$ cat src/rtl/trace_pkg.sv
// Shared types and default widths for the trace request queue.
package trace_pkg;

  localparam int unsigned TRACE_DEPTH  = 16;
  localparam int unsigned TRACE_TIME_W = 64;
  localparam int unsigned TRACE_CORE_W = 12;
  localparam int unsigned TRACE_ADDR_W = 36;

  typedef enum logic [1:0] {
    OP_READ    = 2'd0,
    OP_WRITE   = 2'd1,
    OP_IFETCH  = 2'd2,
    OP_ILLEGAL = 2'd3
  } op_e;

  typedef struct packed {
    logic [TRACE_TIME_W-1:0] tstamp;
    logic [TRACE_CORE_W-1:0] core;
    op_e                     op;
    logic [TRACE_ADDR_W-1:0] addr;
  } req_t;

  localparam logic [1:0] ST_EMPTY      = 2'd0;
  localparam logic [1:0] ST_WAIT_TIME  = 2'd1;
  localparam logic [1:0] ST_WAIT_SPACE = 2'd2;

endpackage

$ cat src/rtl/trace_req_fifo.sv
// Generic DEPTH-entry synchronous FIFO of entry type T with occupancy count.
module trace_req_fifo
  import trace_pkg::*;
#(
  parameter int unsigned DEPTH = TRACE_DEPTH,
  parameter type         T     = req_t
) (
  input  logic                   clk,
  input  logic                   rst,
  input  logic                   push_i,
  input  T                       wdata_i,
  input  logic                   pop_i,
  output T                       rdata_o,
  output logic [$clog2(DEPTH):0] count_o,
  output logic                   full_o,
  output logic                   empty_o
);

  localparam int unsigned PW = $clog2(DEPTH);

  T                 mem_q [DEPTH];
  logic [PW-1:0]    wr_ptr_q, rd_ptr_q;
  logic [PW:0]      count_q;

  always_ff @(posedge clk) begin
    if (rst) begin
      wr_ptr_q <= '0;
      rd_ptr_q <= '0;
      count_q  <= '0;
    end else begin
      if (push_i) wr_ptr_q <= wr_ptr_q + 1'b1;
      if (pop_i)  rd_ptr_q <= rd_ptr_q + 1'b1;
      case ({push_i, pop_i})
        2'b10:   count_q <= count_q + 1'b1;
        2'b01:   count_q <= count_q - 1'b1;
        default: count_q <= count_q;
      endcase
    end
  end

  // Storage carries no reset; the head is masked by the top when empty.
  always_ff @(posedge clk) begin
    if (push_i) mem_q[wr_ptr_q] <= wdata_i;
  end

  assign rdata_o = mem_q[rd_ptr_q];
  assign count_o = count_q;
  assign full_o  = (count_q == (PW+1)'(DEPTH));
  assign empty_o = (count_q == '0);

endmodule

$ cat src/rtl/trace_request_queue.sv
// Time-gated trace request queue feeding the DRAM scheduler; owns sim_time.
// Optional idle time skip enabled by defining TRACE_TIME_SKIP_EN.
module trace_request_queue
  import trace_pkg::*;
#(
  parameter int unsigned DEPTH  = TRACE_DEPTH,
  parameter int unsigned TIME_W = TRACE_TIME_W,
  parameter int unsigned CORE_W = TRACE_CORE_W,
  parameter int unsigned ADDR_W = TRACE_ADDR_W
) (
  input  logic                   clk,
  input  logic                   rst,
  input  logic                   in_valid,
  output logic                   in_ready,
  input  logic [TIME_W-1:0]      in_time,
  input  logic [CORE_W-1:0]      in_core,
  input  logic [1:0]             in_op,
  input  logic [ADDR_W-1:0]      in_addr,
  output logic                   out_valid,
  input  logic                   out_ready,
  output logic [TIME_W-1:0]      out_time,
  output logic [CORE_W-1:0]      out_core,
  output logic [1:0]             out_op,
  output logic [ADDR_W-1:0]      out_addr,
  output logic [TIME_W-1:0]      sim_time,
  output logic [$clog2(DEPTH):0] q_count,
  output logic                   q_full,
  output logic                   err_op,
  output logic                   err_order
);

  typedef struct packed {
    logic [TIME_W-1:0] tstamp;
    logic [CORE_W-1:0] core;
    op_e               op;
    logic [ADDR_W-1:0] addr;
  } entry_t;

  logic [1:0]        state_q, state_d;
  entry_t            stage_q, stage_d;
  logic [TIME_W-1:0] sim_time_q, sim_time_d;
  logic [TIME_W-1:0] last_time_q, last_time_d;
  logic              err_op_q, err_op_d;
  logic              err_order_q, err_order_d;

  entry_t            head;
  logic              fifo_full, fifo_empty;
  logic              accept, pop, time_ok, pending, release_req;

  assign in_ready    = (state_q == ST_EMPTY);
  assign accept      = in_valid && in_ready;
  assign out_valid   = !fifo_empty;
  assign pop         = out_valid && out_ready;
  assign time_ok     = (sim_time_q >= stage_q.tstamp);
  // WAIT_TIME with time reached folds straight into the space check.
  assign pending     = ((state_q == ST_WAIT_TIME) && time_ok) || (state_q == ST_WAIT_SPACE);
  assign release_req = pending && (!fifo_full || pop);

  always_comb begin
    state_d     = state_q;
    stage_d     = stage_q;
    last_time_d = last_time_q;
    err_op_d    = 1'b0;
    err_order_d = 1'b0;
    case (state_q)
      ST_EMPTY: begin
        if (accept) begin
          if (in_op == OP_ILLEGAL) begin
            err_op_d = 1'b1;
          end else begin
            stage_d.tstamp = in_time;
            stage_d.core   = in_core;
            stage_d.op     = op_e'(in_op);
            stage_d.addr   = in_addr;
            last_time_d    = in_time;
            err_order_d    = (in_time < last_time_q);
            state_d        = ST_WAIT_TIME;
          end
        end
      end
      ST_WAIT_TIME: begin
        if (time_ok) state_d = release_req ? ST_EMPTY : ST_WAIT_SPACE;
      end
      ST_WAIT_SPACE: begin
        if (release_req) state_d = ST_EMPTY;
      end
      default: state_d = ST_EMPTY;
    endcase
  end

  always_comb begin
    sim_time_d = sim_time_q + 1'b1;
`ifdef TRACE_TIME_SKIP_EN
    if (fifo_empty && (state_q == ST_WAIT_TIME) &&
        (stage_q.tstamp > sim_time_q + TIME_W'(1))) begin
      sim_time_d = stage_q.tstamp;
    end
`endif
  end

  always_ff @(posedge clk) begin
    if (rst) begin
      state_q     <= ST_EMPTY;
      stage_q     <= '0;
      sim_time_q  <= '0;
      last_time_q <= '0;
      err_op_q    <= 1'b0;
      err_order_q <= 1'b0;
    end else begin
      state_q     <= state_d;
      stage_q     <= stage_d;
      sim_time_q  <= sim_time_d;
      last_time_q <= last_time_d;
      err_op_q    <= err_op_d;
      err_order_q <= err_order_d;
    end
  end

  trace_req_fifo #(
    .DEPTH (DEPTH),
    .T     (entry_t)
  ) u_fifo (
    .clk     (clk),
    .rst     (rst),
    .push_i  (release_req),
    .wdata_i (stage_q),
    .pop_i   (pop),
    .rdata_o (head),
    .count_o (q_count),
    .full_o  (fifo_full),
    .empty_o (fifo_empty)
  );

  assign out_time  = out_valid ? head.tstamp : '0;
  assign out_core  = out_valid ? head.core   : '0;
  assign out_op    = out_valid ? head.op     : '0;
  assign out_addr  = out_valid ? head.addr   : '0;
  assign sim_time  = sim_time_q;
  assign q_full    = fifo_full;
  assign err_op    = err_op_q;
  assign err_order = err_order_q;

endmodule
$ cat config.mk
export PLATFORM = sky130hd
export DESIGN_NAME = trace_request_queue
export DESIGN_NICKNAME = d
export VERILOG_FILES = /design/src/rtl/trace_pkg.sv /design/src/rtl/trace_req_fifo.sv /design/src/rtl/trace_request_queue.sv
export SDC_FILE = /design/constraint.sdc
export NUM_CORES = 2
export LEC_CHECK = 0
export CORE_UTILIZATION = 58
export CTS_BUF_LIST = sky130_fd_sc_hd__clkbuf_8
export CTS_CLUSTER_SIZE = 8
export DETAILED_ROUTE_END_ITERATION = 16
export PLACE_DENSITY = 0.74
export SYNTH_ARGS = -nofsm -noshare
export SYNTH_HDL_FRONTEND = slang
export SYNTH_SLANG_ARGS = --single-unit
$ cat constraint.sdc
create_clock -name clk -period 16.8 [get_ports clk]
set_clock_uncertainty 0.15 [all_clocks]
set_input_delay 4.2 -clock clk [delete_from_list [all_inputs] [get_ports clk]]
set_output_delay 4.2 -clock clk [all_outputs]
set_load 0.01 [all_outputs]
Yosys cells after proc, flatten, opt, wreduce, memory -nomap -nowiden
Memories as Yosys holds them, arrays and structs flattened. A register that Yosys moved wholly into a read port is not among the register bits.
Cells that the tools add are included.
{"block": "word_totals", "mem_count": 1, "input_bits": 118, "output_inout_bits": 188, "elab_cells": 63, "register_bits": 195, "ramBits": 1824}
{"block": "classes", "magnitude_cmp": 2, "addsub": 5, "n_reduce_logical": 15, "mux": 16, "n_eq_ne": 10, "n_bitwise": 3}
{"memory": "u_fifo.mem_q", "depth": 16, "width": 114, "read_ports": 1, "rd_ports_with_merged_regs": 1, "write_ports": 1, "line_no": "trace_req_fifo.sv:21", "rtl": "T mem_q [DEPTH];"}
{"op": "$add A64 B1 Y64 const B", "n": 1}
{"op": "$ge A64 B64 Y1", "n": 1}
{"op": "$lt A64 B64 Y1", "n": 1}
{"op": "$mux W64", "n": 1}
{"op": "$mux W36", "n": 1}
{"op": "$mux W12", "n": 1}
{"op": "$mux W2", "n": 6}
{"op": "$pmux W5 S2", "n": 1}
{"op": "$add A4 B1 Y4 const B", "n": 2}
{"op": "$mux W4", "n": 2}
{"op": "$eq A2 B2 Y1 const B", "n": 3}
{"op": "$ne A2 B2 Y1 const B", "n": 3}
{"op": "$pmux W2 S3", "n": 1}
{"op": "$add A5 B1 Y5 const B", "n": 1}
{"op": "$eq A5 B5 Y1 const B", "n": 1}
{"op": "$logic_not A5 Y1", "n": 1}
{"op": "$sub A5 B1 Y5 const B", "n": 1}
{"op": "$eq A2 B1 Y1 const B", "n": 2}
{"op": "$logic_and A1 B1 Y1", "n": 4}
{"op": "$reduce_and A4 Y1", "n": 1}
{"op": "$reduce_or A4 Y1", "n": 1}
{"op": "$mux W1", "n": 3}
{"op": "$not A1 Y1", "n": 3}
{"op": "$reduce_and A3 Y1", "n": 1}
{"op": "other kinds (6)", "n": 8}

Longest topological paths before layout
{"block": "logic_depth", "depth_word": 8, "depth_mapped": 17}

By module
Synthesis repeated with hierarchy kept, for this count alone.
{"block": "hier_totals", "cells_unflattened": 4261, "area_unflattened_um2": 79668.9}
{"module": "trace_req_fifo", "area_each_um2": 68977.4, "instances": 1, "cells_per_inst": 2894, "seq_area_each_um2": 55112.9}
{"module": "trace_request_queue", "area_each_um2": 10691.5, "instances": 1, "cells_per_inst": 1367, "seq_area_each_um2": 3643.5}

Worst setup path before layout
Ideal clock, no wire load.
{"block": "synth_path", "path_kind": "in2reg", "startpoint": "input out_ready", "endpoint": "memory u_fifo.mem_q[3][0] (netlist bit), enable pin", "arrival_ns": 12.817, "path_buffers": 1, "slack_ns": 3.107, "setup_time_ns": 0.726, "path_stages": 5, "path_cell_list": "clkbuf_1 nor2_1 a211oi_2 nand2_1 nor3_1"}
{"block": "synth_via", "elab_chain_cells": 5}
{"item": "from (decl)", "line_no": "trace_request_queue.sv:20", "rtl": "input logic out_ready,"}
{"item": "$logic_and A1 B1 Y1", "line_no": "trace_request_queue.sv:53", "rtl": "assign pop = out_valid && out_ready;"}
{"item": "$logic_or A1 B1 Y1", "line_no": "trace_request_queue.sv:57", "rtl": "assign release_req = pending && (!fifo_full || pop);"}
{"item": "$logic_and A1 B1 Y1", "line_no": "trace_request_queue.sv:57"}
{"item": "$mux W1", "line_no": "trace_req_fifo.sv:43", "rtl": "if (push_i) mem_q[wr_ptr_q] <= wdata_i;"}
{"item": "$mux W1 (not written as such)", "line_no": "trace_req_fifo.sv:43"}
{"item": "to (decl)", "line_no": "trace_req_fifo.sv:21"}
No other way between the ends.

==> reports/metrics.yaml <==
layout:
  multi_input_area_mm2: 0.01986
  layout-drive-gt1-share_pct: 22.70
  fill_cells: 8645
  synthToLayoutAreaGrowth_pct: 14.12
  regArea_mm2: 0.05877
  fin_nets: 4766
clock_network:
  clkTransAtPathRegs_ns: 0.06
  cts_resized: 0
  cts_root_buf: "clkbuf_8"
  clk_latency_ns: 1.04
  ctsHoldBuffers: 0
  postCtsSetupRepairBufs: 0
  cts_buffers: 337
  cts_tree: "yes"
  cts_max_level: 5
  clock-sinks: 2023
  clockBufferDepth: 4
yosys:
  syn-mean-instance-area_um2: 19.98
  ys.flop_type: "edfxtp_1"
  ys_ff_latch: 2023
  netlist_top_cells_count: "1,824 x edfxtp_1, 570 x mux4_2, 286 x nand2_1, 199 x dfxtp_1, 169 x a21oi_1"
  synth_area_leader_cell: "edfxtp_1"
  synth-async-reset-ratio_pct: 0
  yosys.area.top_type_share_pct: 68.87
  syn_inst: 3981
  ys_types: 56
  yosys.cell_count.top_type: "edfxtp_1"
  syn-cell-area_mm2: 0.07953
  ys_warn_count: 0
  synth-edff-count: 1824
  syn_nets: 4236
  synth_seq_area_share_pct: 73.88
  yosys-top-cells-area: "edfxtp_1 69%, mux4_2 16%, dfxtp_1 5.0%, ha_1 2.1%, nand2_1 1.3%"
sta:
  fin_crit_sh_pct: 58.77
  fmax_mhz: 101.3
  setup_violations: 0
  rsz0062_at_grt: "false"
  final_max_slew_viol_count: 0
  setup_tns_ns: 0
  worst_slack_ns: 6.927
  worstMarginPinSlew_ns: 1.169
  fin_crit_ns: 9.873
  finalHoldViolations: 0
  max_slew_margin_pct: 21.21
setup_path:
  cp-end-kind: "output pin"
  reg2reg_depth: 12
  max_stage_delay_ns: 1.01
  path_delay_family: "buffers and inverters"
  critPathBufInv: 3
  crit_type: "reg -> out"
  crit_slowest_cell: "buf_4"
  path_cells: "buf_4 -> buf_4 -> mux4_2 -> mux4_2 -> and2_1 -> clkdlybuf4s50_1"
  worst-endpoint-arrival_ns: 5.52
  start_kind: "flop"
  worst_ep_required_time_ns: 12.45
  critical_path.max_fanout: 76
  cp.depth: 6
hold_path:
  holdPathStages: 2
  holdCritPathClass: "reg -> reg"
floorplan:
  dieArea_mm2: 0.1386
  initial_core_util_pct: 58.56
  die_h_um: 372.3
  io_pins: 306
  die_w_um: 372.3
  fp.coreArea_mm2: 0.1358
  rows: 135
route:
  met1Wirelength_um: 73930
  first_pass_iters: 6
  vias: 40990
  routed_wl_um: 189100
  top_layer_used: "met5"
  wl_per_cell_um: 28.98
  ant_nets: 0
  drc: 0
  drt_iter0_drc: 4208
  wl_met3_um: 18900
  dr_wl_met2_um: 90800
  viasPerCell: 6.281
global_route:
  grt_pass1_wl_um: 275000
  grt_max_degree: 126
  grt.total_usage_pct: 27.86
  grt_pass1_vias: 41990
  antenna_found_initial: 12
  overflow: 0
outcome:
  status: "completed"
job:
  drv_cap: 0
power:
  power.leakage_uw: 0.02932
  pwr_density_cell_mw_per_mm2: 123.4
  irDropWorstVdd_uv: 107.8
placed_design:
  dp_slack_ns: 7.940
  port_buffers: 305
  dp_hpwl_um: 102500
  place.gp.congestion: 0.8336
state kept, by name, indices dropped and copies added (netlist names), named ones only:
register	flops
stage_q	50
u_fifo.wr_ptr_q	4
u_fifo.mem_q	1824
state_q	2
u_fifo.rd_ptr_q	4
sim_time	64
last_time_q	64
u_fifo.count_o	5
err_op	1
err_order	1
tightest hold or removal path: stages (launching register included):
cell	delay [ns]
dfxtp_1	0.32
nand2_1	0.06
a21oi_1	0.06
cells in the final DEF (no fill, tap or decap), types with 4 or more instances in the layout:
master,Yosys,routed
xor2_1,30,30
a21o_1,27,27
ha_1,136,136
a211oi_1,7,7
or3_1,14,14
clkdlybuf4s50_1,0,304
nand4_1,25,25
diode_2,0,8
nor2_1,108,96
nor4_1,7,7
and3_1,12,12
nand2b_1,5,5
xnor2_1,27,27
nand3_1,37,36
a221oi_1,4,4
clkinv_1,0,32
dfxtp_1,199,195
nor3_2,1,5
and4_1,5,5
inv_1,84,231
mux4_2,570,570
dfxtp_4,0,4
buf_4,0,73
clkbuf_8,0,367
clkinv_2,0,9
a21oi_1,169,168
o21ai_0,38,38
nand2_1,286,285
nor3_1,16,12
nor2b_1,9,9
and2_1,114,114
nor2_4,0,12
edfxtp_1,1824,1824
clkinvlp_4,0,6
final timing paths:
kind                                   startpoint                             end  slack (ns)
setup reg to reg      last_time_q[2]$_SDFFE_PP0P_  u_fifo.mem_q[15][68]$_DFFE_PP_        9.75
hold / removal    u_fifo.rd_ptr_q[1]$_SDFFE_PP0P_                            flop        0.31
setup / recovery                             flop                    out_time[44]        6.93
hold reg to reg   u_fifo.rd_ptr_q[1]$_SDFFE_PP0P_                            flop        0.31
where the power goes:
| group | switching [uW] | internal, uW | leakage (uW) | total [uW] |
|---|---|---|---|---|
| logic | 851 | 872 | 0.00744 | 1720 |
| registers | 102 | 5520 | 0.0183 | 5620 |
| clock network | 1840 | 2020 | 0.00355 | 3860 |
area by class of cell:
type,instances,area share [%]
well taps,1781,2.455
clock buffers,366,5.551
clock inverters,198,0.9485
inverters,84,0.3474
diodes,8,0.02206
multi-input cells,1684,21.88
repair buffers,381,4.038
flip-flops and latches,2023,64.76
through the flow:
stage | power, uW | hold slack, ns | cells | area [um2] | util, %
floorplan | 6679 | 0.3091 | 3981 | 79530 | -
global placement | 7439 | 0.3099 | 5953 | 84840 | 62.47
detailed placement | 7455 | 0.3284 | 5953 | 84840 | 62.47
CTS | 11290 | 0.3269 | 6517 | 90730 | 66.81
global route | 11610 | 0.3676 | 6523 | 90750 | 66.82
finish | 11200 | 0.3115 | 6525 | 90750 | 66.83
per-layer routing:
layer / vias up / GRT usage (%)
li1: 17180 / -
met1: 21350 / 38.66
met2: 2127 / 43.25
met3: 316 / 7.302
met4: 10 / 9.789
met5: - / 0
cell families (layout without fill, tap and decap cells):
logic type      after synthesis  in the layout  share of synthesized area (%)
flops                      2023           2023                          73.88
fa+ha+maj                   137            137                          2.165
other cells                   0              8                              0
buf+inv                     274           1029                          1.326
xor+xnor                     57             57                         0.6278
simple gates                658            658                          3.992
compound gates              259            259                          1.820
mux                         573            573                          16.18
(Power assumes the default switching activity.)
